### src/rtl/spi_master_fab.sv
// Fabric SPI master: one full-duplex word per valid/ready request, with configurable
// CPOL/CPHA, SCLK divider, bit order and slave select. All settings are latched at accept.
module spi_master_fab #(
  parameter int DATA_W = 8,
  parameter int NUM_SS = 1,
  parameter int DIV_W  = 8,
  parameter int SEL_W  = (NUM_SS > 1) ? $clog2(NUM_SS) : 1
) (
  input  logic              fab_clk_i,
  input  logic              mss_reset_n_i,
  input  logic              cfg_cpol_i,
  input  logic              cfg_cpha_i,
  input  logic              cfg_lsb_first_i,
  input  logic [DIV_W-1:0]  cfg_div_i,
  input  logic [DATA_W-1:0] tx_data_i,
  input  logic [SEL_W-1:0]  tx_ss_sel_i,
  input  logic              tx_valid_i,
  output logic              tx_ready_o,
  output logic [DATA_W-1:0] rx_data_o,
  output logic              rx_valid_o,
  output logic              busy_o,
  output logic              spi_clk_o,
  output logic [NUM_SS-1:0] spi_ss_o,
  output logic              spi_do_o,
  input  logic              spi_di_i
);
  localparam int EDGE_W = $clog2(2 * DATA_W + 1);
  localparam logic [EDGE_W-1:0] LAST_EDGE = EDGE_W'(2 * DATA_W - 1);

  localparam logic [2:0] S_IDLE  = 3'd0;
  localparam logic [2:0] S_SETUP = 3'd1;
  localparam logic [2:0] S_XFER  = 3'd2;
  localparam logic [2:0] S_HOLD  = 3'd3;
  localparam logic [2:0] S_GAP   = 3'd4;

  logic [2:0]        state_q, state_d;
  logic [DIV_W-1:0]  cnt_q, cnt_d, div_q, div_d;
  logic [EDGE_W-1:0] edge_q, edge_d;
  logic              cpol_q, cpol_d, cpha_q, cpha_d, lsb_q, lsb_d;
  logic [DATA_W-1:0] tx_sh_q, tx_sh_d, rx_sh_q, rx_sh_d, rx_data_q, rx_data_d;
  logic              sclk_q, sclk_d, do_q, do_d, rx_valid_q, rx_valid_d;
  logic [NUM_SS-1:0] ss_q, ss_d, ss_sel_dec;

  logic              tick, leading, last_edge, tx_next_bit;
  logic [DATA_W-1:0] tx_shifted, rx_sampled;

  assign tick        = (cnt_q == '0);
  assign leading     = ~edge_q[0];
  assign last_edge   = (edge_q == LAST_EDGE);
  assign tx_next_bit = lsb_q ? tx_sh_q[0] : tx_sh_q[DATA_W-1];
  assign tx_shifted  = lsb_q ? (tx_sh_q >> 1) : (tx_sh_q << 1);
  assign rx_sampled  = lsb_q ? {spi_di_i, rx_sh_q[DATA_W-1:1]}
                             : {rx_sh_q[DATA_W-2:0], spi_di_i};

  // Out-of-range selects leave every line high.
  always_comb begin
    ss_sel_dec = '1;
    for (int i = 0; i < NUM_SS; i++)
      if (tx_ss_sel_i == SEL_W'(i)) ss_sel_dec[i] = 1'b0;
  end

  always_comb begin
    state_d    = state_q;
    cnt_d      = cnt_q;
    div_d      = div_q;
    edge_d     = edge_q;
    cpol_d     = cpol_q;
    cpha_d     = cpha_q;
    lsb_d      = lsb_q;
    tx_sh_d    = tx_sh_q;
    rx_sh_d    = rx_sh_q;
    rx_data_d  = rx_data_q;
    sclk_d     = sclk_q;
    do_d       = do_q;
    ss_d       = ss_q;
    rx_valid_d = 1'b0;
    case (state_q)
      S_IDLE: begin
        sclk_d = cfg_cpol_i;
        if (tx_valid_i) begin
          state_d = S_SETUP;
          cnt_d   = cfg_div_i;
          div_d   = cfg_div_i;
          cpol_d  = cfg_cpol_i;
          cpha_d  = cfg_cpha_i;
          lsb_d   = cfg_lsb_first_i;
          edge_d  = '0;
          rx_sh_d = '0;
          ss_d    = ss_sel_dec;
          tx_sh_d = tx_data_i;
          if (!cfg_cpha_i) begin
            do_d    = cfg_lsb_first_i ? tx_data_i[0] : tx_data_i[DATA_W-1];
            tx_sh_d = cfg_lsb_first_i ? (tx_data_i >> 1) : (tx_data_i << 1);
          end
        end
      end
      S_SETUP: begin
        if (tick) begin
          state_d = S_XFER;
          cnt_d   = div_q;
        end else begin
          cnt_d = cnt_q - DIV_W'(1);
        end
      end
      S_XFER: begin
        if (tick) begin
          cnt_d  = div_q;
          sclk_d = ~sclk_q;
          edge_d = edge_q + EDGE_W'(1);
          // Sample edge is leading for CPHA=0, trailing for CPHA=1; the other edge drives.
          if (leading != cpha_q) begin
            rx_sh_d = rx_sampled;
          end else if (!last_edge) begin
            do_d    = tx_next_bit;
            tx_sh_d = tx_shifted;
          end
          if (last_edge) state_d = S_HOLD;
        end else begin
          cnt_d = cnt_q - DIV_W'(1);
        end
      end
      S_HOLD: begin
        if (tick) begin
          state_d    = S_GAP;
          cnt_d      = div_q;
          ss_d       = '1;
          rx_data_d  = rx_sh_q;
          rx_valid_d = 1'b1;
        end else begin
          cnt_d = cnt_q - DIV_W'(1);
        end
      end
      S_GAP: begin
        if (tick) state_d = S_IDLE;
        else      cnt_d   = cnt_q - DIV_W'(1);
      end
      default: state_d = S_IDLE;
    endcase
  end

  always_ff @(posedge fab_clk_i or negedge mss_reset_n_i) begin
    if (!mss_reset_n_i) begin
      state_q    <= S_IDLE;
      cnt_q      <= '0;
      div_q      <= '0;
      edge_q     <= '0;
      cpol_q     <= 1'b0;
      cpha_q     <= 1'b0;
      lsb_q      <= 1'b0;
      tx_sh_q    <= '0;
      rx_sh_q    <= '0;
      rx_data_q  <= '0;
      sclk_q     <= 1'b0;
      do_q       <= 1'b0;
      ss_q       <= '1;
      rx_valid_q <= 1'b0;
    end else begin
      state_q    <= state_d;
      cnt_q      <= cnt_d;
      div_q      <= div_d;
      edge_q     <= edge_d;
      cpol_q     <= cpol_d;
      cpha_q     <= cpha_d;
      lsb_q      <= lsb_d;
      tx_sh_q    <= tx_sh_d;
      rx_sh_q    <= rx_sh_d;
      rx_data_q  <= rx_data_d;
      sclk_q     <= sclk_d;
      do_q       <= do_d;
      ss_q       <= ss_d;
      rx_valid_q <= rx_valid_d;
    end
  end

  assign tx_ready_o = (state_q == S_IDLE);
  assign busy_o     = (state_q != S_IDLE);
  assign rx_data_o  = rx_data_q;
  assign rx_valid_o = rx_valid_q;
  assign spi_clk_o  = sclk_q;
  assign spi_ss_o   = ss_q;
  assign spi_do_o   = do_q;

endmodule

### config.mk
export PLATFORM = sky130hd
export DESIGN_NAME = spi_master_fab
export DESIGN_NICKNAME = d
export VERILOG_FILES = /design/src/rtl/spi_master_fab.sv
export SDC_FILE = /design/constraint.sdc
export NUM_CORES = 1
export LEC_CHECK = 0
export ABC_AREA = 1
export BUFFER_PORTS_ARGS = -buffer_cell sky130_fd_sc_hd__buf_2
export CAP_MARGIN = 20
export CELL_PAD_IN_SITES_DETAIL_PLACEMENT = 0
export CELL_PAD_IN_SITES_GLOBAL_PLACEMENT = 2
export CORE_ASPECT_RATIO = 0.5
export CORE_MARGIN = 4
export CORE_UTILIZATION = 36
export CTS_CLUSTER_SIZE = 10
export DETAILED_ROUTE_END_ITERATION = 10
export PLACE_DENSITY = 0.89
export SYNTH_ARGS = -nofsm -noshare
export SYNTH_HDL_FRONTEND = slang
export SYNTH_SLANG_ARGS = --single-unit
### constraint.sdc
create_clock -name fab_clk_i -period 5.2 [get_ports fab_clk_i]
set_input_delay 0.26 -clock fab_clk_i [delete_from_list [all_inputs] [get_ports fab_clk_i]]
set_output_delay 0.26 -clock fab_clk_i [all_outputs]
set_load 0.005 [all_outputs]
After elaboration in Yosys (flattened, before gate mapping)
Index checks and enable logic that the tools add are counted.
Widths: inputs -> output; s select.
{"block": "word_totals", "reg_bits": 54, "latchBits": 0, "ram_bits": 0, "mem_bits_ro": 0, "output_inout_bits": 14, "elab_cells": 94, "n_memories": 0}
{"block": "op_classes", "n_addsub": 2, "multipliers": 0, "div_mod_pow": 0, "magnitude_cmp": 0, "eq_ne": 17, "shift": 0, "n_mux": 43, "bitwise_logic": 2, "reduce_logical": 17}
{"cell": "$mux 8", "count": 14}
{"cell": "$pmux 8 s2", "count": 2}
{"cell": "$pmux 8 s3", "count": 1}
{"cell": "$ne 2x2->1 const B", "count": 11}
{"cell": "$mux 3", "count": 6}
{"cell": "$pmux 3 s5", "count": 1}
{"cell": "$mux 1", "count": 13}
{"cell": "$reduce_and 6->1", "count": 2}
{"cell": "$mux 5", "count": 2}
{"cell": "$pmux 5 s2", "count": 1}
{"cell": "$reduce_and 3->1", "count": 3}
{"cell": "$logic_not 8->1", "count": 1}
{"cell": "$sub 8x1->8 const B", "count": 1}
{"cell": "$eq 3x2->1 const B", "count": 2}
{"cell": "$pmux 1 s2", "count": 3}
{"cell": "$reduce_and 2->1", "count": 3}
{"cell": "$reduce_bool 3->1", "count": 2}
{"cell": "$add 5x1->5 const B", "count": 1}
{"cell": "$eq 5x4->1 const B", "count": 1}
{"cell": "$reduce_and 5->1", "count": 1}
{"cell": "$reduce_and 4->1", "count": 1}
{"cell": "$reduce_bool 2->1", "count": 2}
{"cell": "$eq 3x1->1 const B", "count": 1}
{"cell": "$eq 3x3->1 const B", "count": 1}
{"cell": "other kinds (4)", "count": 5}

Logic depth before layout (Yosys ltp)
{"block": "depth", "depth_word": 5, "ltp_mapped": 11}

Worst setup path after synthesis
Ideal clock, no wire load.
{"block": "synth_path", "kind": "reg2reg", "from": "register cnt_q[0]", "to": "register rx_sh_q[6]", "setup_time_ns": 0.117, "arrival_ns": 1.648, "required_ns": 5.083, "path_slack_ns": 3.435, "path_stages_with_launch": 11, "period_less_slack_ns": 1.765, "path_cell_list": "dfrtp_1 inv_1 ha_1 nand2_1 nor3_4 nand2_2 nand2_4 nand2_4 buf_6 nand2_1 o21ai_2"}
{"block": "synth_via", "elab_chain_cells": 3}
{"element": "start: declaration", "line_no": "37", "text": "logic [DIV_W-1:0] cnt_q, cnt_d, div_q, div_d;"}
{"element": "start signal: assignment", "line_no": "159", "text": "cnt_q <= cnt_d;"}
{"element": "$logic_not 8->1", "line_no": "47", "text": "assign tick = (cnt_q == '0);"}
{"element": "$ne 2x2->1 (no source line)"}
{"element": "$reduce_and 4->1 (no source line)"}
{"element": "end signal: assignment", "line_no": "166", "text": "rx_sh_q <= rx_sh_d;"}
{"element": "end: declaration", "line_no": "40", "text": "logic [DATA_W-1:0] tx_sh_q, tx_sh_d, rx_sh_q, rx_sh_d, rx_data_q, rx_data_d;"}
Every way passes these cells.
A chain may end at the register's enable or synchronous reset.

Final worst setup path
{"block": "layout_path", "from": "register state_q[2]", "to": "register rx_sh_q[6]"}
{"block": "layout_via", "elab_chain_cells": 3, "word_cells_on_any_way": 8, "cone_classes": "eq/ne: 4; mux: 1; reduce/logical: 3"}
{"element": "start: declaration", "line_no": "36", "text": "logic [2:0] state_q, state_d;"}
{"element": "start signal: assignment", "line_no": "158", "text": "state_q <= state_d;"}
{"element": "$eq 3x2->1 or $logic_not 3->1 (tied branches)", "line_no": "77", "text": "case (state_q)"}
{"element": "$ne 2x2->1 (no source line) or $reduce_bool 2->1 (tied branches)"}
{"element": "$reduce_and 4->1 (no source line)"}
Several ways; a longest one is shown, not always the timed one.

==> impl_metrics.yaml <==
outcome:
  status: "completed"
finish:
  final_nets: 508
  drive_gt1_share_pct: 17.2
  syn_to_final_growth_pct: 13.5
  mostFrequentLayoutCells: "nand2_1, dfrtp_1, inv_1"
  fillCellCount: 925
  utilization_pct: 42.1
  final_common_cell: "nand2_1"
  multi_input_area_um2: 1600
  area.sequential_um2: 1350
  diodes: 0
clock_tree:
  path_clk_slew_ns: 0.07
  cts_resized: 0
  post_cts_buffers: 0
  cts_buffers: 5
  htreeDepth: 2
  clk_latency_ns: 0.30
  cts_root_buf: "clkbuf_16"
  cts_hold_buf: 0
  clockBufferDepth: 2
  cts.sinks: 54
  cts_tree: "yes"
synth:
  synth_warnings: 0
  ys_seq_elements: 54
  synth_edf_count: 0
  syn-mean-instance-area_um2: 7.16
  mappedNetlistNets: 478
  yosysUniqueCellTypes: 32
  async_flop_share_pct: 100
  synthCells: 451
  synth_top_area_share_pct: 41.1
  ys_seq_area_share_pct: 41.9
  yosysTopAreaCell: "dfrtp_1"
  yosys-top-cells-area: "dfrtp_1, nand2_1, o21ai_0"
  synth_ff_type: "dfrtp_1"
  synth_area_um2: 3230
critical_path:
  cp_common_cell: "inv_2"
  path_cells: "inv_2 -> nand2_1 -> nor2_4 -> inv_2 -> nor2_2 -> inv_2 -> nand2_4 -> nand2_4 -> nand2_1 -> o21ai_2"
  cp.arrival_ns: 2.39
  cp.required_ns: 5.39
  slowest_delay_ns: 0.44
  crit_end: "rx_sh_q[6]$_DFFE_PN0P_"
  reg2reg_from: "state_q[2]$_DFFE_PN0P_"
  regToRegSetupSlack_ns: 2.99
  crit_start: "state_q[2]$_DFFE_PN0P_"
  cp_slowest_cell: "dfrtp_1"
  r2r_cells: 10
  crit_path_end_kind: "flop"
  r2r_end: "rx_sh_q[6]$_DFFE_PN0P_"
  critPathKind: "flop to flop"
  cp-start-kind: "flop"
  crit_fanout: 16
sta:
  relSlewSlack_pct: 34.4
  slew_violations: 0
  period_needed_ns: 2.21
  max_freq_ghz: 0.453
  fin_crit_sh_pct: 42.4
  hold_viol: 0
  finalClockSkew_ns: 0.00608
  worstMarginPinSlew_ns: 0.984
  fin_ws_ns: 2.99
  finalSetupTns_ns: 0
  rsz0062_at_grt: "no"
  setup_viol: 0
floorplan:
  rows: 24
  start_util_pct: 37.1
  ioPinCount: 38
  die-area_um2: 10600
  die_w_um: 142
  chipHeight_um: 75.0
  coreArea_um2: 8710
pwr:
  pwr-share-comb_pct: 5.6
  vdd_drop_max_v: 0.000132
  p_int_mw: 0.673
  power.total_mw: 0.877
  power.static_leakage_nw: 1.80
  clockPowerShare_pct: 44.7
  p_sw_mw: 0.204
  p_sw_share_pct: 23.2
  seqPwrFrac_pct: 49.7
  power.density_nw_per_um2: 239
global_routing:
  grt_remaining_overflow: 0
  grt_max_degree: 55
  gr-usage-all-layers_pct: 15.4
  grt_pass1_wl_um: 13100
  antenna_found_initial: 0
  grt_pass1_vias: 2699
placement:
  portBuffers: 37
  hpwl_um: 5570
  post-place-ws_ns: 3.00
  gp_congestion: 0.790
detailed_routing:
  drt-total-wl_um: 7650
  drt_iter0_drc: 154
  drc: 0
  viasPerCell: 4.62
  detail-route-antenna-nets: 0
  num_vias: 2765
  wl_per_cell_um: 12.8
  dr.pass1.iters: 4
min_path:
  hp-class: "input pin to async pin"
job:
  cap_violations: 0
## area by class of cell
type / instances / area share (%)
Sequential cell: 54 / 36.9
Timing Repair Buffer: 38 / 5.26
Inverter: 53 / 5.43
Clock inverter: 3 / 1.23
Tap cell: 117 / 4.00
Clock buffer: 5 / 3.42
Multi-Input combinational cell: 329 / 43.8
## routing by layer
metal / vias to the layer above / share of wire (%) / wire, um / global-route usage (%)
met5: - / 0 / 0 / 0
met4: 0 / 1.1 / 87 / 4.57
met3: 9 / 2.5 / 192 / 3.30
met2: 24 / 44 / 3390 / 24.8
met1: 1240 / 52 / 3980 / 21.4
li1: 1492 / - / - / -
## synth_stat cells (2+ instances only)
cell      instances
a21oi_1          15
buf_2             5
clkbuf_1          7
dfrtp_1          53
ha_1              3
inv_1            48
inv_2             5
nand2_1         165
nand2_2           3
nand2_4           2
nand3_1          23
nand4_1           3
nor2_1           25
nor2_2            5
nor2_4            5
nor3_1            2
o211ai_1          6
o21ai_0          45
o21ai_2          15
xor2_1            4
## cells by family (layout without fill, tap and decap cells)
logic type | after synthesis | count (layout) | synth area share, %
buffers and inverters | 68 | 99 | 8.45
xor gates and xnor gates | 5 | 5 | 1.36
DFF | 54 | 54 | 41.9
and+or+nand+nor | 235 | 235 | 31.3
adders and majority gates | 3 | 3 | 1.16
AOI/OAI and AO/OA | 86 | 86 | 15.9
## power groups by stage
stage / Sequential, mW / Clock (mW) / Combinational (mW)
after CTS: 0.435 / 0.406 / 0.0510
final: 0.436 / 0.392 / 0.0495
after global routing: 0.437 / 0.422 / 0.0582
after global placement: 0.444 / 0 / 0.0509
after detailed placement: 0.444 / 0 / 0.0510
after floorplan: 0.439 / 0 / 0.0268
## critical path: cells and delay by family (launching register included)
family | cells | cell delay [ns]
simple gates | 6 | 1.14
flops | 1 | 0.44
buf+inv | 3 | 0.44
compound gates | 1 | 0.05
## state kept, by name, indices dropped and copies added (netlist names)
signal,cells
rx_valid_o,1
tx_sh_q,8
lsb_q,1
cpha_q,1
spi_do_o,1
edge_q,5
state_q,3
rx_sh_q,8
div_q,8
spi_clk_o,1
cnt_q,8
rx_data_o,8
spi_ss_o,1
## stage by stage
stage | instance area (um2) | std cells | hold slack, ns
after floorplan | 3230 | 451 | -0.0356
after global placement | 3490 | 591 | 0.450
after detailed placement | 3490 | 591 | 0.457
after CTS | 3660 | 599 | 0.123
after global routing | 3660 | 599 | 0.173
final | 3660 | 599 | 0.0927
## worst min-delay path by stage
stage / cells past startpoint / endpoint / slack (ns)
finish: 2 / cnt_q[4]$_DFFE_PN0P_ / 0.09
global route: 2 / cnt_q[4]$_DFFE_PN0P_ / 0.17
CTS: 2 / div_q[5]$_DFFE_PN0P_ / 0.12
detailed placement: 2 / cnt_q[7]$_DFFE_PN0P_ / 0.46
global placement: 2 / cnt_q[3]$_DFFE_PN0P_ / 0.45
floorplan: 0 / cnt_q[0]$_DFFE_PN0P_ / -0.04
(Power assumes the default switching activity.)
